<file path="src/rtl/operand_streamer.sv">
// Operand lane streamer: strided tile fetch from memory, one row per beat to the buffer.
// Build option OPERAND_STREAMER_ZERO_PAD_EN: inactive lanes are driven valid with zero data.
//
// state | meaning
// IDLE  | waiting for start; parameters latched on start
// ISSUE | issuing row reads while credits remain
// DRAIN | all reads granted, waiting for the last beat to leave
// DONE  | one-cycle done pulse, then back to IDLE
module operand_streamer #(
  parameter int COLS       = 4,
  parameter int DW         = 8,
  parameter int AW         = 16,
  parameter int RW         = 8,
  parameter int FIFO_DEPTH = 4
) (
  input  logic                       clk,
  input  logic                       rst,
  input  logic                       start,
  input  logic [AW-1:0]              base_addr,
  input  logic [RW-1:0]              num_rows,
  input  logic [$clog2(COLS+1)-1:0]  num_cols,
  input  logic [RW-1:0]              stride,
  output logic                       busy,
  output logic                       done,
  output logic                       mem_req,
  output logic [AW-1:0]              mem_addr,
  input  logic                       mem_gnt,
  input  logic                       mem_rvalid,
  input  logic [COLS*DW-1:0]         mem_rdata,
  output logic [COLS-1:0]            o_valid,
  output logic [COLS*DW-1:0]         o_data,
  input  logic                       o_ready
);

  localparam int CW = $clog2(COLS+1);
  localparam int KW = $clog2(FIFO_DEPTH+1);
  localparam int PW = $clog2(FIFO_DEPTH);
  localparam logic [PW:0]   PTR_ONE  = 1;
  localparam logic [KW-1:0] CRED_MAX = KW'(FIFO_DEPTH);

  typedef enum logic [1:0] {S_IDLE, S_ISSUE, S_DRAIN, S_DONE} state_t;

  state_t              state_q, state_d;
  logic [RW-1:0]       rows_q, stride_q, issued_q, emitted_q;
  logic [CW-1:0]       cols_q;
  logic [AW-1:0]       addr_q;
  logic [KW-1:0]       credits_q;
  logic [PW:0]         wr_ptr_q, rd_ptr_q;
  logic [COLS*DW-1:0]  fifo_mem [FIFO_DEPTH];
  logic                out_vld_q;
  logic [COLS*DW-1:0]  out_data_q;

  logic grant, last_grant, accept, xfer, slot_free;
  logic fifo_empty, fifo_full, push, pop;

  always_comb begin
    fifo_empty = (wr_ptr_q == rd_ptr_q);
    fifo_full  = (wr_ptr_q[PW] != rd_ptr_q[PW]) &&
                 (wr_ptr_q[PW-1:0] == rd_ptr_q[PW-1:0]);
    mem_req    = (state_q == S_ISSUE) && (credits_q != '0) && (issued_q < rows_q);
    grant      = mem_req && mem_gnt;
    last_grant = grant && (issued_q == rows_q - RW'(1));
    // Responses outside an active transfer belong to an abandoned one.
    accept     = mem_rvalid && ((state_q == S_ISSUE) || (state_q == S_DRAIN));
    xfer       = out_vld_q && o_ready;
    slot_free  = !out_vld_q || o_ready;
    pop        = slot_free && !fifo_empty;
    push       = accept && !(slot_free && fifo_empty);
  end

  always_comb begin
    state_d = state_q;
    case (state_q)
      S_IDLE:  if (start) state_d = (num_rows == '0) ? S_DONE : S_ISSUE;
      S_ISSUE: if (last_grant) state_d = S_DRAIN;
      S_DRAIN: if (emitted_q == rows_q) state_d = S_DONE;
      S_DONE:  state_d = S_IDLE;
      default: state_d = S_IDLE;
    endcase
  end

  always_ff @(posedge clk or posedge rst) begin
    if (rst) begin
      state_q   <= S_IDLE;
      rows_q    <= '0;
      stride_q  <= '0;
      cols_q    <= '0;
      addr_q    <= '0;
      issued_q  <= '0;
      emitted_q <= '0;
      credits_q <= CRED_MAX;
    end else begin
      state_q <= state_d;
      if ((state_q == S_IDLE) && start) begin
        rows_q    <= num_rows;
        stride_q  <= stride;
        cols_q    <= num_cols;
        addr_q    <= base_addr;
        issued_q  <= '0;
        emitted_q <= '0;
        credits_q <= CRED_MAX;
      end else begin
        if (grant) begin
          issued_q <= issued_q + RW'(1);
          addr_q   <= addr_q + AW'(stride_q);
        end
        if (xfer) emitted_q <= emitted_q + RW'(1);
        // A credit covers a row from grant until it leaves the output register.
        if (grant && !xfer)      credits_q <= credits_q - KW'(1);
        else if (xfer && !grant) credits_q <= credits_q + KW'(1);
      end
    end
  end

  always_ff @(posedge clk or posedge rst) begin
    if (rst) begin
      wr_ptr_q   <= '0;
      rd_ptr_q   <= '0;
      out_vld_q  <= 1'b0;
      out_data_q <= '0;
    end else begin
      if (push) wr_ptr_q <= wr_ptr_q + PTR_ONE;
      if (pop)  rd_ptr_q <= rd_ptr_q + PTR_ONE;
      if (slot_free) begin
        out_vld_q <= pop || accept;
        if (pop)         out_data_q <= fifo_mem[rd_ptr_q[PW-1:0]];
        else if (accept) out_data_q <= mem_rdata;
      end
    end
  end

  always_ff @(posedge clk) begin
    if (push) fifo_mem[wr_ptr_q[PW-1:0]] <= mem_rdata;
  end

  assign busy     = (state_q != S_IDLE);
  assign done     = (state_q == S_DONE);
  assign mem_addr = addr_q;

  always_comb begin
    o_valid = '0;
    o_data  = out_data_q;
    for (int c = 0; c < COLS; c++) begin
`ifdef OPERAND_STREAMER_ZERO_PAD_EN
      o_valid[c] = out_vld_q;
      if (CW'(c) >= cols_q) o_data[c*DW +: DW] = '0;
`else
      o_valid[c] = out_vld_q && (CW'(c) < cols_q);
`endif
    end
  end

`ifndef SYNTHESIS
  // Credits bound outstanding reads, so a response into a full FIFO is a memory-side bug.
  rvalid_into_full_fifo: assert property (@(posedge clk) disable iff (rst)
    !(mem_rvalid && fifo_full));
`endif

endmodule

</file>
<file path="config.mk">
export PLATFORM = sky130hd
export DESIGN_NAME = operand_streamer
export DESIGN_NICKNAME = d
export VERILOG_FILES = /design/src/rtl/operand_streamer.sv
export SDC_FILE = /design/constraint.sdc
export NUM_CORES = 1
export LEC_CHECK = 0
export BUFFER_PORTS_ARGS = -buffer_cell sky130_fd_sc_hd__buf_2
export CORE_UTILIZATION = 40
export DETAILED_ROUTE_END_ITERATION = 10
export RECOVER_POWER = 25
export SLEW_MARGIN = 5
export SYNTH_ARGS = -nofsm -noshare
export SYNTH_HDL_FRONTEND = slang
export SYNTH_SLANG_ARGS = --single-unit
</file>
<file path="constraint.sdc">
create_clock -name clk -period 2.78 [get_ports clk]
set_input_delay 0.417 -clock clk [delete_from_list [all_inputs] [get_ports clk]]
set_output_delay 0.417 -clock clk [all_outputs]
set_load 0.1 [all_outputs]
</file>
* Word level (Yosys, flattened, before mapping)
Memory sizes are Yosys's and may differ from the RTL's. Index checks and enable logic that the tools add are counted.
Word-level totals: register bits 95, bits in writable memories 128, bits of input ports 73, output and inout port bits 55, word-level logic and storage cells 87, memories kept 1
Operators by class: add/subtract/negate cells 8, $lt $le $gt $ge 5, equality and inequality tests 9, muxes and demuxes 18, reductions and logical operators 34
Memory list:
- fifo_mem | words 4, width 32, read ports 1, clocked after memory_dff 0, write ports 1, line 49 | logic [COLS*DW-1:0] fifo_mem [FIFO_DEPTH];
Operators with widths (count):
- two-way mux 32 bit | 2
- two-way mux 16 bit | 2
- two-way mux 8 bit | 4
- adder 16 x 8 -> 16 bit | 1
- adder 8 x 1 -> 8 bit, second input constant | 2
- equality test 8 bit | 2
- logical AND 1 bit | 16
- adder 3 x 1 -> 3 bit, second input constant | 3
- two-way mux 3 bit | 3
- logical NOT 8 bit | 1
- less-than comparator 8 bit | 1
- two-way mux 2 bit | 4
- one-hot mux 2 bit (4 select lines) | 1
- nonzero test 2 bit | 4
- subtractor 8 x 1 -> 8 bit, second input constant | 1
- less-than comparator 1 x 3 -> 1 bit, first input constant | 2
- less-than comparator 2 x 3 -> 1 bit, first input constant | 2
- nonzero test 3 bit | 2
- logical NOT 1 bit | 5
- equality test 2 bit, second input constant | 2
- != test 2 bit, second input constant | 2
- equality test 3 bit | 1
- logical OR 1 bit | 3
- AND reduction 3 bit | 1
- 6 further kinds | 7

* Depth between registers and ports, before layout
Gate-level depths: netlist (run 1).
depth after elaboration 9, depth in mapped cells 14, gate-level depth less buffers 11

* Worst setup path after synthesis (run 1)
OpenSTA, ideal clock, no wires.
path kind reg2out, start point register rows_q[6], end point output mem_req, data arrival time 2677 ps, required time 2363 ps, setup slack -314 ps, cell stages (with the launch flop) 6, path buffers 0, cell sequence dfrtp_1 > inv_1 > ha_1 > a21o_1 > a2111oi_4 > nor2b_1
On the way: word-level cells in the longest chain between the ends 2
RTL lines:
- start, declared | line 44 | logic [RW-1:0] rows_q, stride_q, issued_q, emitted_q;
- start signal, assigned | line 95 | rows_q <= num_rows;
- less-than comparator 8 bit | line 60 | mem_req = (state_q == S_ISSUE) && (credits_q != '0) && (issued_q < rows_q);
- logical AND 1 bit | line 60
- end, declared | line 25 | output logic mem_req,
Every way passes these cells.

* Final worst setup path (run 1)
Ends and elaborated chain as after synthesis.

==> impl_metrics.py, run 1 <==
metrics = {
    "status": {
        "outcome": "complete, no violations",
    },
    "sta": {
        "finalMaxSlewViolations": 0,
        "timing.fmax_ghz": 0.377,
        "setup_slack_ps": 127,
        "post-route-period-util_pct": 95.4,
        "clock_skew_ps": 13.5,
        "finalSetupViolCount": 0,
        "fin_crit_ps": 2650,
        "finalHoldViolCount": 0,
        "relSlewSlack_pct": 49.6,
        "worst_pin_slew_ps": 754,
        "rsz0062_at_grt": "false",
        "setup_tns_ps": 0,
    },
    "drt": {
        "ant_nets": 0,
        "drc": 0,
        "num_vias": 6079,
        "firstDrtPassIters": 4,
        "viasPerCell": 4.98,
        "dr.first_iter.drc_count": 337,
        "wl_per_cell_um": 17.1,
        "drt-total-wl_um": 20900,
    },
    "clock_tree": {
        "cts_num_sinks": 223,
        "h-tree-depth": 1,
        "path_clk_slew_ps": 60,
        "cts_buffers": 24,
        "post-cts-setup-buffers": 0,
        "cts_root_buffer": "clkbuf_16",
        "cts_tree": "done",
        "cts_max_path_buffers": 3,
        "worstSkewPairLatency_ps": 510,
    },
    "critical_path": {
        "cp.arrival_ps": 2240,
        "r2r_slack_ps": 250,
        "critPathBufInv": 2,
        "path_cells": "inv_1 -> ha_1 -> a21o_1 -> a2111oi_4 -> nor2b_4 -> buf_12",
        "crit_required_ps": 2360,
        "r2r-start": "rows_q[6]$_DFFE_PP0P_",
        "reg2regPathDepth": 10,
        "crit_cells": 6,
        "r2r-end": "credits_q[1]$_DFFE_PP0P_",
        "critPathMaxStageDelay_ps": 380,
        "criticalPathCategory": "flip-flop to output pin",
        "cpLargestDelayFamily": "compound AO/OA/AOI/OAI gates",
        "crit_start": "rows_q[6]$_DFFE_PP0P_",
        "path_max_fanout": 3,
        "cpMaxStageDelayCell": "dfrtp_1",
        "crit_path_end": "mem_req",
        "endpoint_kind": "output pin",
        "crit_path_start_kind": "flip-flop",
    },
    "yosys": {
        "synth.distinct_cells": 45,
        "synth_edf_count": 128,
        "yosys_register_bits": 223,
        "syn_inst": 739,
        "synth.largest_area_cell": "edfxtp_1",
        "async_flop_share_pct": 42.6,
        "yosysWarnings": 0,
        "syn_nets": 843,
        "syn_area_per_cell_um2": 13.5,
        "synthFlopType": "edfxtp_1",
        "yosysMostFrequentCell": "edfxtp_1",
        "synth_top_area_share_pct": 38.6,
        "seq_area_frac_synth_pct": 62.6,
        "synth_area_um2": 9950,
        "yosys-top-cells-count": "128 x edfxtp_1, 94 x dfrtp_1, 77 x nand2_1",
        "synth.area.top_cells": "edfxtp_1 39%, dfrtp_1 24%, mux4_2 7.2%",
    },
    "place": {
        "port_buffers": 127,
        "dp_hpwl_um": 13200,
        "gp_congestion": 0.789,
        "placedCellCount": 1176,
        "post-place-ws_ps": 214,
    },
    "grt": {
        "grt_overflow": 0,
        "grt_pass1_vias": 6260,
        "antenna_found_initial": 0,
        "grt_max_degree": 53,
        "grt_first_pass_wirelength_um": 33900,
        "track_usage_pct": 16.8,
    },
    "floorplan": {
        "die_area_um2": 25500,
        "ios": 128,
        "rows": 57,
        "die_w_um": 160,
        "core-area_um2": 24300,
        "die_y_um": 160,
        "initial_core_util_pct": 40.9,
    },
    "flow_run": {
        "drv_cap": 0,
    },
    "final_layout": {
        "diodes": 0,
        "fill_cells": 2174,
        "syn_to_final_growth_pct": 19.7,
        "stdcell_count": 1220,
        "nets": 982,
        "drive_gt1_share_pct": 22.5,
    },
    "min_path": {
        "min_path_type": "input pin to asynchronous set/reset pin",
    },
}
layout by cell type (no fill, tap or decap), drive strengths merged, types with 2 or more instances in the layout:
cell type / count
or3: 4
edfxtp: 128
a21o: 4
o21a: 4
a31oi: 5
nor3: 7
and2: 8
dfrtp: 94
bufinv: 3
nor3b: 3
xor2: 23
ha: 29
mux2i: 35
a21oi: 51
and3: 6
nor4: 5
mux4: 32
o2111ai: 4
nand2: 78
nor2b: 7
nand2b: 2
o21ai: 35
nor2: 60
buf: 115
fa: 2
inv: 20
clkinv: 7
nand4: 14
a2111oi: 2
xnor2: 25
nand3: 9
clkbuf: 66
state kept, by name, summed over array words and instances, names as in the netlist:
name	count
rows_q	8
wr_ptr_q	3
mem_addr	16
issued_q	8
o_data	32
fifo_mem	128
state_q	2
credits_q	3
rd_ptr_q	3
stride_q	8
emitted_q	8
cols_q	3
out_vld_q	1
cells by family (layout without fill, tap and decap cells):
kind of cell / Yosys count / count (layout) / share of synthesized area, %
AND/OR/NAND/NOR: 205 / 205 / 9.70
adder cells (fa/ha/maj): 31 / 31 / 4.05
multiplexers: 68 / 68 / 10.9
buffers and inverters: 55 / 212 / 2.21
flip-flops: 223 / 223 / 62.6
XOR/XNOR: 48 / 48 / 4.23
AO/OA/AOI/OAI: 109 / 109 / 6.37
timing repair:
| item | in CTS | in global routing |
|---|---|---|
| pin swaps | 0 | 2 |
| gates cloned | 0 | 0 |
| hold buffers | 0 | 0 |
| setup endpoints to repair | 1 | 1 |
| gates resized for setup | 3 | 4 |
worst min path at each step:
stage,startpoint,endpoint,cells past startpoint
after detailed placement,stride_q[5]$_DFFE_PP0P_,stride_q[5]$_DFFE_PP0P_,2
final,rst,o_data[11]$_DFFE_PP0P_,2
after CTS,rst,o_data[13]$_DFFE_PP0P_,2
after floorplan,stride_q[0]$_DFFE_PP0P_,stride_q[0]$_DFFE_PP0P_,2
after global routing,rst,o_data[11]$_DFFE_PP0P_,2
after global placement,stride_q[3]$_DFFE_PP0P_,stride_q[3]$_DFFE_PP0P_,2
routing by layer:
layer,routed length (um),up-vias,global-route usage (%)
li1,-,2959,-
met1,9400,2984,23.1
met2,10100,112,27.4
met3,1130,24,3.74
met4,314,0,3.93
met5,0,-,0
final cells by class:
cell class / count / area (um2) / area share, %
sequential: 223 / 6220 / 52.3
timing repair buffer: 147 / 836 / 7.02
clock inverter: 10 / 120 / 1.01
tap: 324 / 405 / 3.41
inverter: 21 / 82.6 / 0.694
multi-input combinational: 461 / 3540 / 29.7
clock buffer: 34 / 699 / 5.88
stage by stage:
step	area (um2)	hold WS, ps	utilization, %
after floorplan	9960	450	-
after global placement	11100	466	45.6
after detailed placement	11100	472	45.6
after CTS	11900	34.9	49.1
after global routing	11900	69.0	48.9
final	11900	26.6	48.9
worst reg2reg max path, stage by stage (launching register included):
cell and delay [ps]:
dfrtp_1 380, inv_1 80, ha_1 320, a21o_1 210, a2111oi_4 320, nand2_2 130, or2_1 240, nor2_1 130
fa_1 420, mux2i_1 130, nor2_1 50
Power of run 1 is left out: the tool's default activity adds up to more than one toggle a clock period on the data nets, which glitch-free logic cannot reach.
==> inputs of run 2 (changes only) <==
Settings changed: ABC_AREA set to 1.
==> impl_metrics.py, run 2 <==
metrics = {
    "drt": {
        "drc": 0,
        "viasPerCell": 4.97,
        "ant_nets": 0,
        "num_vias": 7891,
        "wl_met2_um": 11400,
        "wl_per_cell_um": 15.6,
        "firstDrtPassIters": 5,
        "met1_length_um": 11600,
        "drt-total-wl_um": 24700,
        "highest_layer": "met4",
        "dr.first_iter.drc_count": 574,
        "wl_met3_um": 1310,
    },
    "grt": {
        "grt_overflow": 0,
        "grt_first_pass_wirelength_um": 39500,
        "grt_pass1_vias": 7487,
        "grt_max_degree": 98,
        "track_usage_pct": 18.6,
        "antenna_found_initial": 2,
    },
    "final_layout": {
        "final_cell_mix": "263 x nand2_1, 128 x edfxtp_1, 113 x inv_1, 98 x nand3_1, 94 x buf_2",
        "syn_to_final_growth_pct": 17.5,
        "nets": 1335,
        "largest_reg_flops": 128,
        "mostFrequentLayoutCell": "nand2_1",
        "fill_cells": 2480,
        "drive_gt1_share_pct": 14.9,
    },
    "critical_path": {
        "cp.arrival_ps": 2220,
        "crit_path_end": "mem_req",
        "r2r-end": "credits_q[2]$_DFFE_PP1P_",
        "endpoint_kind": "output pin",
        "crit_required_ps": 2360,
        "critPathBufInv": 3,
        "crit_path_start_kind": "flip-flop",
        "critPathMaxStageDelay_ps": 410,
        "path_max_fanout": 5,
        "path_cells": "inv_1 -> ha_1 -> a21oi_1 -> nand2_1 -> nand2_1 -> nand2_1 -> inv_1 -> buf_4",
        "cpMaxStageDelayCell": "dfrtp_1",
        "crit_cells": 8,
        "reg2regPathDepth": 14,
        "r2r_slack_ps": 370,
        "r2r-start": "rows_q[1]$_DFFE_PP0P_",
        "crit_start": "rows_q[3]$_DFFE_PP0P_",
        "cpLargestDelayFamily": "buffers and inverters",
        "criticalPathCategory": "flip-flop to output pin",
        "crit_top_cell": "nand2_1",
    },
    "yosys": {
        "synth.area.top_cells": "edfxtp_1 36%, dfrtp_1 22%, nand2_1 9.4%",
        "seq_area_frac_synth_pct": 59.0,
        "synth.largest_area_cell": "edfxtp_1",
        "yosys_register_bits": 223,
        "synth.distinct_cells": 45,
        "yosysMostFrequentCell": "nand2_1",
        "synth_top_area_share_pct": 36.5,
        "async_flop_share_pct": 42.6,
        "synth_edf_count": 128,
        "synthFlopType": "edfxtp_1",
        "syn_nets": 1209,
        "yosys-top-cells-count": "264 x nand2_1, 128 x edfxtp_1, 115 x inv_1",
        "yosysWarnings": 0,
        "synth_area_um2": 10500,
        "syn_inst": 1105,
        "syn_area_per_cell_um2": 9.54,
    },
    "clock_tree": {
        "cts_num_sinks": 223,
        "h-tree-depth": 1,
        "post-cts-setup-buffers": 0,
        "cts_max_path_buffers": 3,
        "path_clk_slew_ps": 60,
        "cts_tree": "done",
        "cts_root_buffer": "clkbuf_16",
        "worstSkewPairLatency_ps": 540,
        "cts_buffers": 26,
    },
    "status": {
        "outcome": "complete, no violations",
    },
    "sta": {
        "rsz0062_at_grt": "false",
        "worst_pin_slew_ps": 1190,
        "finalMaxSlewViolations": 0,
        "setup_tns_ps": 0,
        "relSlewSlack_pct": 20.7,
        "fin_crit_ps": 2640,
        "clock_skew_ps": 8.88,
        "post-route-period-util_pct": 95.0,
        "finalSetupViolCount": 0,
        "timing.fmax_ghz": 0.379,
        "finalHoldViolCount": 0,
    },
    "floorplan": {
        "die_y_um": 164,
        "ios": 128,
        "rows": 59,
        "die_area_um2": 27000,
        "die_w_um": 164,
        "core-area_um2": 26000,
        "initial_core_util_pct": 40.6,
    },
    "min_path": {
        "whs_path_depth": 3,
        "min_path_type": "input pin to flip-flop",
    },
    "place": {
        "dp_hpwl_um": 15800,
        "gp_congestion": 0.845,
        "port_buffers": 127,
    },
    "flow_run": {
        "drv_cap": 0,
    },
}
==> run 2: cell count changes in the layout (fill, tap and decap cells not counted), sizes merged, moves of 32 or more <==
cell,before,now
inv,20,119
mux2i,35,0
mux4,32,0
nand2,78,267
nand3,9,102
o21ai,35,84
==> run 2: kinds of logic (layout without fill, tap and decap cells) <==
kind of cell,Yosys count,in the layout,share of synthesized area (%)
AND/OR/NAND/NOR,475,475,19.3
flip-flops,223,223,59.0
AO/OA/AOI/OAI,187,187,9.59
buffers and inverters,167,313,6.38
adder cells (fa/ha/maj),31,31,3.82
XOR/XNOR,22,22,1.90
other,0,1,0
==> run 2: layer usage <==
metal  GRT usage, %  vias up
met5              0        -
met4           4.42        0
met3           3.54       35
met2           30.7      170
met1           25.4     3732
li1               -     3954
==> run 2: tightest hold or removal path: cells and delay by family <==
| kind | cells | cell delay [ps] |
|---|---|---|
| simple gates | 2 | 90 |
| buf+inv | 1 | 80 |
==> run 2: through the flow <==
| stage | utilization [%] | std cells | setup slack (ps) | area (um2) | hold slack (ps) |
|---|---|---|---|---|---|
| after floorplan | - | 1105 | 17.6 | 10500 | 453 |
| after global placement | 44.5 | 1537 | 450 | 11600 | 430 |
| after detailed placement | 44.5 | 1537 | 364 | 11600 | 433 |
| after CTS | 47.8 | 1586 | 3.90 | 12400 | 71.5 |
| after global routing | 47.6 | 1586 | 4.92 | 12400 | 85.3 |
| final | 47.6 | 1587 | 139 | 12400 | 88.4 |
==> run 2: cell type report <==
type	count	area, um2	share of cell area [%]
antenna	1	2.50	0.0202
clock buffer	30	666	5.38
clock inverter	18	166	1.34
inverter	121	458	3.70
multi-input combinational	715	3680	29.7
sequential	223	6220	50.3
tap	335	419	3.39
timing repair buffer	144	766	6.19
==> run 2: timing repair <==
action	CTS	global route
endpoints found under the hold margin	13	0
hold buffers	1	0
gates resized for setup	0	3
setup endpoints to repair	0	1
==> run 2: worst min path at each step <==
stage                       startpoint                       end
4_1_cts                      stride[5]   stride_q[5]$_DFFE_PP0P_
3_5_place_dp                       rst  mem_addr[15]$_DFFE_PP0P_
6_report                     stride[0]   stride_q[0]$_DFFE_PP0P_
3_3_place_gp                       rst  mem_addr[15]$_DFFE_PP0P_
5_1_grt                      stride[0]   stride_q[0]$_DFFE_PP0P_
2_1_floorplan  stride_q[0]$_DFFE_PP0P_   stride_q[0]$_DFFE_PP0P_
Power of run 2 is left out for the same reason.
==> inputs of run 3 (changes only) <==
Settings changed: CAP_MARGIN set to 15.
Clock period 2.78 ns to 2.2 ns, I/O delays scaled along.
==> impl_metrics.py, run 3 (same netlist as run 2, synthesis figures left out) <==
metrics = {
    "final_layout": {
        "multiInputGateArea_um2": 3760,
        "mostFrequentLayoutCell": "nand2_1",
        "fill_cells": 2410,
        "regArea_um2": 6230,
        "final_area_um2": 12900,
        "syn_to_final_growth_pct": 22.3,
        "largest_reg_flops": 128,
        "nets": 1373,
        "drive_gt1_share_pct": 19.1,
        "final_cell_mix": "257 x nand2_1, 128 x edfxtp_1, 108 x inv_1, 97 x nand3_1, 95 x buf_2",
    },
    "sta": {
        "rsz0062_at_grt": "true",
        "fin_hold_ws_ps": 14.8,
        "finalMaxSlewViolations": 0,
        "timing.fmax_ghz": 0.443,
        "relSlewSlack_pct": 56.2,
        "finalHoldViolCount": 0,
        "worst_pin_slew_ps": 658,
        "fin_crit_ps": 2260,
        "setup_slack_ps": -57.4,
        "clock_skew_ps": 10.4,
        "finalSetupViolCount": 1,
        "post-route-period-util_pct": 103,
    },
    "floorplan": {
        "die_w_um": 164,
        "die_area_um2": 27000,
        "die_y_um": 164,
        "ios": 128,
        "core-area_um2": 26000,
        "initial_core_util_pct": 40.6,
        "rows": 59,
    },
    "clock_tree": {
        "cts_root_buffer": "clkbuf_16",
        "path_clk_slew_ps": 60,
        "cts_buffers": 25,
        "worstSkewPairLatency_ps": 530,
        "cts_tree": "done",
        "h-tree-depth": 1,
        "cts_max_path_buffers": 3,
        "cts_num_sinks": 223,
    },
    "critical_path": {
        "criticalPathCategory": "flip-flop to output pin",
        "crit_path_start_kind": "flip-flop",
        "path_max_fanout": 2,
        "endpoint_kind": "output pin",
        "cp.arrival_ps": 1930,
        "crit_required_ps": 1870,
    },
    "flow_run": {
        "drv_cap": 0,
    },
    "grt": {
        "antenna_found_initial": 1,
        "grt_max_degree": 68,
        "grt_overflow": 0,
        "grt_first_pass_wirelength_um": 39500,
        "grt_pass1_vias": 7593,
        "track_usage_pct": 18.7,
    },
    "drt": {
        "firstDrtPassIters": 5,
        "drt-total-wl_um": 25000,
        "viasPerCell": 4.94,
        "ant_nets": 0,
        "dr.first_iter.drc_count": 603,
        "num_vias": 8017,
        "wl_per_cell_um": 15.4,
        "drc": 0,
    },
    "place": {
        "gp_congestion": 0.856,
        "post_dp_cell_area_um2": 11900,
        "port_buffers": 127,
        "dp_hpwl_um": 16500,
    },
    "status": {
        "outcome": "complete, but fails checks",
        "violations": "negative setup slack",
    },
    "min_path": {
        "min_path_type": "input pin to flip-flop",
    },
}
run 3: cell types whose count changed in the layout (fill, tap and decap cells not counted), sizes merged:
cell         change
buf             +36
clkinv           -8
dlygate4sd3      +4
bufinv           +2
clkbuf           +1
clkinvlp         +1
inv              +1
run 3: layer usage:
metal  track usage [%]  share of wire (%)
met5                 0                  0
met4              4.38                1.9
met3              3.74                5.7
met2              31.1                 47
met1              25.2                 46
run 3: path summary, 6_finish.rpt:
| path | slack (ps) | end | from | cells after the start |
|---|---|---|---|---|
| worst max register to register | 60 | credits_q[2]$_DFFE_PP1P_ | rows_q[6]$_DFFE_PP0P_ | 14 |
| min in group asynchronous | 260 | mem_addr[9]$_DFFE_PP0P_ | rst | 3 |
| worst min register to register | 480 | stride_q[0]$_DFFE_PP0P_ | stride_q[0]$_DFFE_PP0P_ | 2 |
| worst min-delay path | 10 | stride_q[3]$_DFFE_PP0P_ | stride[3] | 3 |
| worst max-delay path | -60 | mem_req | rows_q[6]$_DFFE_PP0P_ | 9 |
| max in group asynchronous | 1290 | credits_q[2]$_DFFE_PP1P_ | rst | 4 |
run 3: worst max-delay path, cell delays in order, from the launching register on:
cell     delay (ps)
dfrtp_1         370
inv_2            40
ha_1            280
nand2_2          90
inv_2            40
and3_4          140
nor2_4          110
nand2_2          80
inv_2            80
buf_12          170
run 3: final cells by class:
class / count / share of cell area (%)
antenna: 1 / 0.0194
clock buffer: 32 / 5.21
clock inverter: 14 / 1.47
inverter: 121 / 3.55
multi-input combinational: 715 / 29.2
sequential: 223 / 48.3
tap: 335 / 3.25
timing repair buffer: 183 / 8.98
run 3: timing repair:
action	4_1_cts	5_1_grt
hold endpoints to repair	70	0
hold buffers	5	0
gates resized for setup	14	10
pin swaps	6	5
setup endpoints to repair	2	5
setup buffers	4	2
run 3: metrics by stage:
stage               util [%]  std cells  TNS (ps)  worst slack (ps)
global placement        45.8       1566         0              63.8
global route            49.6       1623      -200              -132
floorplan                  -       1105    -55470              -578
detailed placement      45.8       1566     -40.3             -40.3
finish                  49.6       1624     -57.4             -57.4
CTS                     49.5       1621     -66.7             -66.7
Power of run 3 is left out for the same reason.
